==> src/rtl/ser_pkg.sv <==
// Shared types and size helpers for the word serializer.
package ser_pkg;

  typedef enum logic {
    IDLE  = 1'b0,
    SHIFT = 1'b1
  } ser_state_e;

  function automatic int ser_beats(input int data_w, input int out_w);
    return data_w / out_w;
  endfunction

  // A single-beat configuration still needs a one-bit counter.
  function automatic int ser_cnt_w(input int data_w, input int out_w);
    int beats;
    beats = data_w / out_w;
    return (beats > 1) ? $clog2(beats) : 1;
  endfunction

endpackage

==> src/rtl/ser_beat_counter.sv <==
// Beat index within the word being serialized; clear has priority over inc.
module ser_beat_counter #(
  parameter int BEATS = 8,
  parameter int CNT_W = 3
) (
  input  logic             clk,
  input  logic             reset,
  input  logic             clear,
  input  logic             inc,
  output logic [CNT_W-1:0] cnt,
  output logic             is_last
);

  logic [CNT_W-1:0] cnt_q;
  logic [CNT_W-1:0] cnt_d;

  always_comb begin
    cnt_d = cnt_q;
    if (clear) begin
      cnt_d = '0;
    end else if (inc) begin
      cnt_d = cnt_q + 1'b1;
    end
  end

  always_ff @(posedge clk or negedge reset) begin
    if (!reset) begin
      cnt_q <= '0;
    end else begin
      cnt_q <= cnt_d;
    end
  end

  assign cnt     = cnt_q;
  assign is_last = (cnt_q == CNT_W'(BEATS - 1));

endmodule

==> src/rtl/word_serializer_64to8.sv <==
// Serializes one DATA_W word into OUT_W beats over valid/ready, with
// zero-bubble reload of the next word on the last-beat transfer.
module word_serializer_64to8
  import ser_pkg::*;
#(
  parameter int DATA_W    = 64,
  parameter int OUT_W     = 8,
  parameter int MSB_FIRST = 1
) (
  input  logic              clk,
  input  logic              reset,
  input  logic [DATA_W-1:0] in_data,
  input  logic              in_valid,
  output logic              in_ready,
  output logic [OUT_W-1:0]  out_data,
  output logic              out_valid,
  input  logic              out_ready,
  output logic              out_last,
  output logic              busy
);

  localparam int BEATS = ser_beats(DATA_W, OUT_W);
  localparam int CNT_W = ser_cnt_w(DATA_W, OUT_W);

  if (DATA_W % OUT_W != 0) begin : g_bad_width
    $error("word_serializer_64to8: DATA_W must be a multiple of OUT_W");
  end

  ser_state_e        state_q, state_d;
  logic [DATA_W-1:0] shift_q, shift_d;
  logic [OUT_W-1:0]  out_data_q, out_data_d;
  logic              out_valid_q, out_valid_d;
  logic              out_last_q, out_last_d;
  logic              cnt_clear, cnt_inc, cnt_is_last, xfer;
  logic [CNT_W-1:0]  cnt;

  ser_beat_counter #(
    .BEATS(BEATS),
    .CNT_W(CNT_W)
  ) u_cnt (
    .clk    (clk),
    .reset  (reset),
    .clear  (cnt_clear),
    .inc    (cnt_inc),
    .cnt    (cnt),
    .is_last(cnt_is_last)
  );

  assign xfer = out_valid_q && out_ready;

  always_comb begin
    state_d     = state_q;
    shift_d     = shift_q;
    out_valid_d = out_valid_q;
    out_last_d  = out_last_q;
    cnt_clear   = 1'b0;
    cnt_inc     = 1'b0;
    case (state_q)
      IDLE: begin
        if (in_valid) begin
          state_d     = SHIFT;
          shift_d     = in_data;
          out_valid_d = 1'b1;
          out_last_d  = (BEATS == 1);
          cnt_clear   = 1'b1;
        end
      end
      SHIFT: begin
        if (xfer) begin
          if (!cnt_is_last) begin
            shift_d    = (MSB_FIRST != 0) ? (shift_q << OUT_W) : (shift_q >> OUT_W);
            cnt_inc    = 1'b1;
            out_last_d = (int'(cnt) + 2 == BEATS);
          end else if (in_valid) begin
            shift_d     = in_data;
            out_valid_d = 1'b1;
            out_last_d  = (BEATS == 1);
            cnt_clear   = 1'b1;
          end else begin
            state_d     = IDLE;
            shift_d     = '0;
            out_valid_d = 1'b0;
            out_last_d  = 1'b0;
          end
        end
      end
      default: state_d = IDLE;
    endcase
    // The registered beat always tracks the head of the next shift value.
    out_data_d = (MSB_FIRST != 0) ? shift_d[DATA_W-1 -: OUT_W] : shift_d[OUT_W-1:0];
  end

  always_ff @(posedge clk or negedge reset) begin
    if (!reset) begin
      state_q     <= IDLE;
      shift_q     <= '0;
      out_data_q  <= '0;
      out_valid_q <= 1'b0;
      out_last_q  <= 1'b0;
    end else begin
      state_q     <= state_d;
      shift_q     <= shift_d;
      out_data_q  <= out_data_d;
      out_valid_q <= out_valid_d;
      out_last_q  <= out_last_d;
    end
  end

  assign in_ready  = (state_q == IDLE) | (out_valid_q & out_ready & out_last_q);
  assign out_data  = out_data_q;
  assign out_valid = out_valid_q;
  assign out_last  = out_last_q;
  assign busy      = (state_q == SHIFT);

endmodule

==> config.mk <==
export PLATFORM = sky130hd
export DESIGN_NAME = word_serializer_64to8
export DESIGN_NICKNAME = d
export VERILOG_FILES = /design/src/rtl/ser_pkg.sv /design/src/rtl/ser_beat_counter.sv /design/src/rtl/word_serializer_64to8.sv
export SDC_FILE = /design/constraint.sdc
export NUM_CORES = 1
export LEC_CHECK = 0
export CAP_MARGIN = 25
export CORE_MARGIN = 4
export CORE_UTILIZATION = 50
export CTS_CLUSTER_SIZE = 8
export DETAILED_ROUTE_END_ITERATION = 7
export PLACE_DENSITY = 0.84
export SETUP_SLACK_MARGIN = 0.3
export SLEW_MARGIN = 15
export SYNTH_ARGS = -nofsm -noshare
export SYNTH_HDL_FRONTEND = slang
export SYNTH_SLANG_ARGS = --single-unit
==> constraint.sdc <==
create_clock -name clk -period 2.18 [get_ports clk]
set_input_delay 0.327 -clock clk [delete_from_list [all_inputs] [get_ports clk]]
set_output_delay 0.327 -clock clk [all_outputs]
set_load 0.01 [all_outputs]
==> impl_metrics.py, run 1 <==
metrics = {
    "status": {
        "status": "complete, no violations",
    },
    "yosys": {
        "synthAdderAreaFrac_pct": 1.48,
        "ys_seq_area_share_pct": 51.8,
        "synth.area.top_cells": "dfrtp_1, mux2_2, a22o_1, buf_4, buf_6",
        "syn_inst": 257,
        "syn_avg_cell_area_um2": 13.2,
        "yosys.area.top_type": "dfrtp_1",
        "synth.area.mux_share_pct": 17.8,
        "synth_area_um2": 3380,
        "ys_warn_count": 0,
        "synth_compound_area_share_pct": 18.3,
        "synth.distinct_cells": 26,
        "synth_top_family_by_area": "compound AO/OA/AOI/OAI gates",
        "synth-xor-area-share_pct": 0.259,
        "yosys.area_share.simple_pct": 3.33,
        "synth_top_area_share_pct": 51.8,
        "synth_nets": 329,
        "ys_ff_latch": 70,
    },
    "placement": {
        "place_hpwl_um": 5070,
        "finalWeightedCongestion": 0.788,
        "portBuffers": 79,
    },
    "setup_path": {
        "slowest_stage": "dfrtp_1",
        "ff2ff_path_depth": 6,
        "cpPeakStageDelay_ns": 0.40,
        "rr_startpoint": "u_cnt.cnt[0]$_DFFE_PN0P_",
        "reg2reg_to": "shift_q[55]$_DFFE_PN0P_",
        "crit_path_cell_trace": "ha_2 > ha_1 > a21bo_2 > buf_12 > a22o_1 > mux2_2",
        "crit_type": "reg -> reg",
        "end_kind": "register",
        "arrival_ns": 2.06,
        "cp.required_ns": 2.41,
        "worstSetupStartpointType": "register",
        "crit_fanout": 36,
        "cp_top_family": "compound AO/OA/AOI/OAI gates",
        "r2r_slack_ns": 0.35,
        "timing.critical_path.buf_inv": 1,
    },
    "timing": {
        "slew_headroom_pct": 41.8,
        "final-hold-violation-count": 0,
        "fin_skew_ns": 0.00719,
        "post-route-period-util_pct": 83.8,
        "setup_viol": 0,
        "fmax_mhz": 547,
        "final.setup.tns_ns": 0,
        "grt_setup_unrepaired": "false",
        "min_period_ns": 1.83,
        "tightestPinTransition_ns": 0.873,
        "maxSlewViolCount": 0,
    },
    "clock_network": {
        "clkSlewWorstSetupHoldPaths_ns": 0.08,
        "clock_latency_ns": 0.35,
        "cts_buffer_depth": 2,
        "numClockSinks": 70,
        "cts.htree.levels": 3,
        "cts_buffers": 9,
        "cts-root-buf": "clkbuf_8",
        "cts_tree": "built",
        "cts-hold-fix-buffers": 0,
    },
    "pwr": {
        "switchingPower_uw": 1070,
        "pwr-share-clk_pct": 26.5,
        "total_power_uw": 4100,
        "powerDensity_nw_per_um2": 936,
        "internal_power_uw": 3040,
        "leakage_uw": 0.00195,
        "swShare_pct": 26.0,
        "seqPwrFrac_pct": 46.8,
        "ir_worst_vdd_mv": 0.400,
        "comb_power_share_pct": 26.6,
    },
    "global_route": {
        "overflow": 0,
        "grt_max_degree": 71,
        "grt_util_all_layers_pct": 18.8,
        "antenna_found_initial": 0,
        "grt_pass1_wl_um": 12400,
        "grt_pass1_vias": 2504,
    },
    "cells_and_area": {
        "seqCellArea_um2": 1750,
        "fin_nets": 401,
        "fin_util_pct": 67.9,
        "n_fill_cell": 489,
        "area_delta_synth_final_pct": 29.5,
        "drive_gt1_share_pct": 25.4,
        "diodes": 0,
        "multi_input_area_um2": 1400,
    },
    "drt": {
        "drc": 0,
        "first_pass_iters": 6,
        "wl_um": 7430,
        "drt_iter0_markers": 136,
        "wl_per_cell_um": 18.1,
        "ant_nets": 0,
        "avgViaCountPerCell": 5.82,
        "vias": 2393,
    },
    "floorplan": {
        "dieArea_um2": 8150,
        "start_util_pct": 52.4,
        "die_h_um": 90.3,
        "rows": 29,
        "io-pin-count": 80,
        "coreArea_um2": 6460,
        "die_w_um": 90.3,
    },
    "min_path": {
        "hold_path.class": "in -> async",
    },
    "job": {
        "cap_violations": 0,
    },
}
==> cells in the mapped netlist <==
cell type,n
mux2_2,50
dfrtp_1,70
inv_2,1
nand4b_1,1
inv_1,5
a22o_1,58
a21boi_1,1
nor2b_4,1
mux2i_1,4
nand3_1,5
a22oi_1,3
a21bo_1,1
o21ai_2,1
nand2_1,6
nor2_1,3
buf_6,7
a221o_1,3
xnor2_1,1
or2_2,1
buf_2,8
a21oi_1,4
a21o_1,1
nor4_1,4
o21ai_0,1
buf_4,13
ha_1,4
==> cells by family (layout without fill, tap and decap cells) <==
| logic type | count (synthesis) | count (layout) |
|---|---|---|
| AND/OR/NAND/NOR | 21 | 21 |
| multiplexers | 54 | 54 |
| XOR/XNOR | 1 | 1 |
| buffers and inverters | 34 | 111 |
| AO/OA/AOI/OAI | 73 | 73 |
| flip-flops | 70 | 70 |
| adder cells (fa/ha/maj) | 4 | 4 |
==> through the flow <==
stage	hold slack, ns	cell area (um2)	setup slack (ns)	cells
after global placement	0.489	4140	0.225	394
after global routing	0.182	4380	0.304	411
after detailed placement	0.496	4140	0.191	394
after floorplan	0.0314	3380	0.321	257
after CTS	0.136	4360	0.300	410
final	0.101	4380	0.353	411
==> layer usage <==
metal,track usage [%],share of wire [%],wire (um),vias to the layer above
li1,-,-,-,1106
met3,4.50,6.8,503,13
met4,6.89,1.5,112,0
met5,0,0,0,-
met2,29.9,48,3550,81
met1,25.1,44,3270,1193
==> flip-flops by register name, summed over array words and instances (netlist names) <==
signal     cells
busy           1
out_valid      1
shift_q       64
u_cnt.cnt      3
out_last       1
==> timing repair <==
action	4_1_cts	5_1_grt
setup endpoints to repair	35	54
buffers inserted	0	1
cloned	0	0
gates resized for setup	4	6
==> worst register-to-register path: stages, from the launching register on <==
cell and delay [ns]:
dfrtp_1 0.40, ha_2 0.21, ha_1 0.20, a21bo_2 0.24, buf_12 0.18, a22o_1 0.22, mux2_2 0.27
==> cell type report <==
type | instances | area share [%]
sequential | 70 | 40.0
multi-input combinational | 153 | 32.0
timing repair buffer | 89 | 20.5
clock buffer | 11 | 3.45
tap | 77 | 2.20
clock inverter | 5 | 1.28
inverter | 6 | 0.514
==> worst max path at each step <==
| stage | start | end | slack [ns] | cells after the start |
|---|---|---|---|---|
| 2_1_floorplan | u_cnt.cnt[1]$_DFFE_PN0P_ | shift_q[10]$_DFFE_PN0P_ | 0.32 | 7 |
| 3_3_place_gp | in_valid | shift_q[55]$_DFFE_PN0P_ | 0.23 | 5 |
| 3_5_place_dp | out_ready | shift_q[37]$_DFFE_PN0P_ | 0.19 | 5 |
| 4_1_cts | u_cnt.cnt[1]$_DFFE_PN0P_ | shift_q[37]$_DFFE_PN0P_ | 0.30 | 7 |
| 5_1_grt | u_cnt.cnt[0]$_DFFE_PN0P_ | shift_q[55]$_DFFE_PN0P_ | 0.30 | 6 |
| 6_report | u_cnt.cnt[0]$_DFFE_PN0P_ | shift_q[55]$_DFFE_PN0P_ | 0.35 | 6 |
==> placed cells by master, fill, tap and decap left out, types with 2 or more instances in the layout <==
master,count
clkdlybuf4s50_1,77
dfrtp_1,68
a22o_1,58
mux2_2,50
clkbuf_8,11
nand2_1,6
buf_4,6
inv_1,5
nand3_1,5
a21oi_1,4
nor4_1,4
mux2i_1,4
a221o_1,3
nor2_1,3
a22oi_1,3
ha_1,3
buf_6,3
dfrtp_2,2
clkinv_2,2
buf_12,2
==> power by group through the flow <==
stage | logic, uW | clock network (uW) | registers, uW
3_3_place_gp | 1030 | 0 | 1920
2_1_floorplan | 800 | 0 | 1870
4_1_cts | 1090 | 1100 | 1920
3_5_place_dp | 1080 | 0 | 1950
5_1_grt | 1200 | 1160 | 1970
6_report | 1090 | 1090 | 1920
(Power assumes the default switching activity.)
==> inputs of run 2 (changes only) <==
- CORE_UTILIZATION: 50 -> 45
- PLACE_DENSITY: 0.84 -> 0.8
- clock period: 2.18 -> 1.6 ns (I/O delays scaled with it)
==> run 2 against run 1 <==
  * The run now ends with setup timing left
  * Maximum frequency increased by 5.1%
  * Clock power increased by 14%
  * Global-route usage decreased by 0.40 points
  * Cell count increased by 9.5%
  * Core utilization decreased by 3.2 points
  * Sequential share of layout area decreased by 2.8 points
  * Count of clock-buffer cells in the layout increased by 1
  * Non-clock buffer count increased by 17
  * Critical path depth unchanged
  * Die area increased by 10%
  * Clock skew increased by 0.00098 ns
  * Hold slack improved by 0.25 ns
==> impl_metrics.py, run 2 (synthesis gave the netlist of run 1 again) <==
metrics = {
    "status": {
        "status": "finished, violations left",
        "failed_checks": "setup timing",
    },
    "cells_and_area": {
        "largest_register": "shift_q",
        "final_cell_mix": "dfrtp_1, clkdlybuf4s50_1, a22o_1",
        "final_common_cell": "dfrtp_1",
        "fin_cells": 450,
        "fin_util_pct": 64.6,
        "fin_nets": 418,
        "area_delta_synth_final_pct": 39.2,
        "drive_gt1_share_pct": 33.6,
        "diodes": 0,
        "largest_register_ffs": 64,
    },
    "min_path": {
        "hold_path.class": "in -> async",
    },
    "pwr": {
        "switchingPower_uw": 1470,
        "swShare_pct": 26.9,
        "ir_worst_vdd_mv": 0.602,
        "powerDensity_nw_per_um2": 1160,
        "leakage_uw": 0.00210,
        "seqPwrFrac_pct": 48.1,
        "comb_power_share_pct": 29.3,
        "total_power_uw": 5460,
        "pwr-share-clk_pct": 22.6,
        "internal_power_uw": 3990,
    },
    "timing": {
        "fmax_mhz": 575,
        "layout_setup_ws_ns": -0.139,
        "maxSlewViolCount": 0,
        "final-hold-violation-count": 0,
        "grt_setup_unrepaired": "true",
        "fin_skew_ns": 0.00817,
        "min_period_ns": 1.74,
        "tightestPinTransition_ns": 0.373,
        "post-route-period-util_pct": 109,
        "slew_headroom_pct": 75.1,
        "setup_viol": 52,
    },
    "setup_path": {
        "cpMostUsedCell": "ha_4",
        "crit_fanout": 53,
        "crit_type": "reg -> reg",
        "cp.required_ns": 1.83,
        "worstSetupStartpointType": "register",
        "cpPeakStageDelay_ns": 0.41,
        "end_kind": "register",
        "crit_path_cell_trace": "ha_4 > ha_4 > a21bo_2 > buf_12 > a22o_1 > mux2_2",
        "r2r_slack_ns": -0.14,
        "arrival_ns": 1.97,
        "slowest_stage": "dfrtp_1",
    },
    "global_route": {
        "grt_util_all_layers_pct": 18.4,
        "antenna_found_initial": 0,
        "grt_pass1_wl_um": 12800,
        "grt_pass1_vias": 2700,
        "grt_max_degree": 54,
        "overflow": 0,
    },
    "clock_network": {
        "clkSlewWorstSetupHoldPaths_ns": 0.08,
        "cts-root-buf": "clkbuf_8",
        "cts.htree.levels": 3,
        "cts_tree": "built",
        "clock_latency_ns": 0.34,
        "cts_buffers": 9,
        "numClockSinks": 70,
        "cts_buffer_depth": 2,
    },
    "floorplan": {
        "die_w_um": 94.7,
        "die_h_um": 94.7,
        "io-pin-count": 80,
        "start_util_pct": 46.4,
        "coreArea_um2": 7290,
        "dieArea_um2": 8970,
        "rows": 31,
    },
    "drt": {
        "first_pass_iters": 6,
        "wl_per_cell_um": 17.7,
        "drc": 0,
        "vias": 2477,
        "drt_iter0_markers": 125,
        "ant_nets": 0,
        "wl_um": 7990,
        "avgViaCountPerCell": 5.50,
    },
    "placement": {
        "finalWeightedCongestion": 0.773,
        "place_hpwl_um": 5270,
        "place_inst": 427,
        "portBuffers": 79,
    },
    "job": {
        "cap_violations": 0,
    },
}
==> run 2: final timing paths <==
| path | start | endpoint | cells after the start |
|---|---|---|---|
| setup / recovery | u_cnt.cnt[1]$_DFFE_PN0P_ | shift_q[36]$_DFFE_PN0P_ | 6 |
| hold / removal | reset | shift_q[55]$_DFFE_PN0P_ | 2 |
| setup reg to reg | u_cnt.cnt[1]$_DFFE_PN0P_ | shift_q[36]$_DFFE_PN0P_ | 6 |
| max in group asynchronous | reset | out_valid$_DFFE_PN0P_ | 3 |
| hold reg to reg | shift_q[60]$_DFFE_PN0P_ | shift_q[60]$_DFFE_PN0P_ | 1 |
| min in group clk | in_data[5] | shift_q[5]$_DFFE_PN0P_ | 2 |
==> run 2: per-layer routing <==
metal / vias up / part of all wire (%) / GRT usage (%)
met3: 2 / 5.8 / 4.06
met1: 1263 / 43 / 23.3
met4: 0 / 0.60 / 5.41
met2: 67 / 51 / 31.5
met5: - / 0 / 0
li1: 1145 / - / -
==> run 2: area by class of cell <==
type	instances	area (um2)
inverters	6	25.0
clock inverters	4	22.5
flip-flops and latches	70	1750
well taps	99	124
clock buffers	12	145
multi-input cells	153	1570
fillers	593	2580
repair buffers	106	1070
==> run 2: metrics by stage <==
| stage | hold WS (ns) | setup WS, ns | TNS, ns | cell area, um2 |
|---|---|---|---|---|
| floorplan | -0.0556 | -0.133 | -6.34 | 3490 |
| global placement | 0.174 | -0.146 | -5.92 | 4370 |
| detailed placement | 0.173 | -0.157 | -6.76 | 4370 |
| CTS | 0.347 | -0.145 | -5.99 | 4670 |
| global route | 0.367 | -0.185 | -8.99 | 4710 |
| finish | 0.347 | -0.139 | -6.37 | 4710 |
==> run 2: power groups by stage <==
stage	Combinational [uW]	Sequential (uW)	Clock [uW]
5_1_grt	1760	2690	1350
3_5_place_dp	1570	2650	0
2_1_floorplan	1120	2550	0
4_1_cts	1610	2630	1270
3_3_place_gp	1500	2620	0
6_report	1600	2620	1240
==> run 2: worst max-delay path: cells and delay by family (launching register included) <==
kind	cells	cell delay, ns
AOI/OAI and AO/OA	2	0.42
adders and majority gates	2	0.34
buffers and inverters	1	0.18
DFF	1	0.41
muxes	1	0.26
==> run 2: timing repair <==
| action | CTS | global route |
|---|---|---|
| hold buffers | 1 | 0 |
| hold endpoints to repair | 25 | 0 |
| endpoints found under the setup margin | 82 | 73 |
| pin swaps | 3 | 7 |
| buffers inserted | 5 | 1 |
| resized for setup | 36 | 14 |
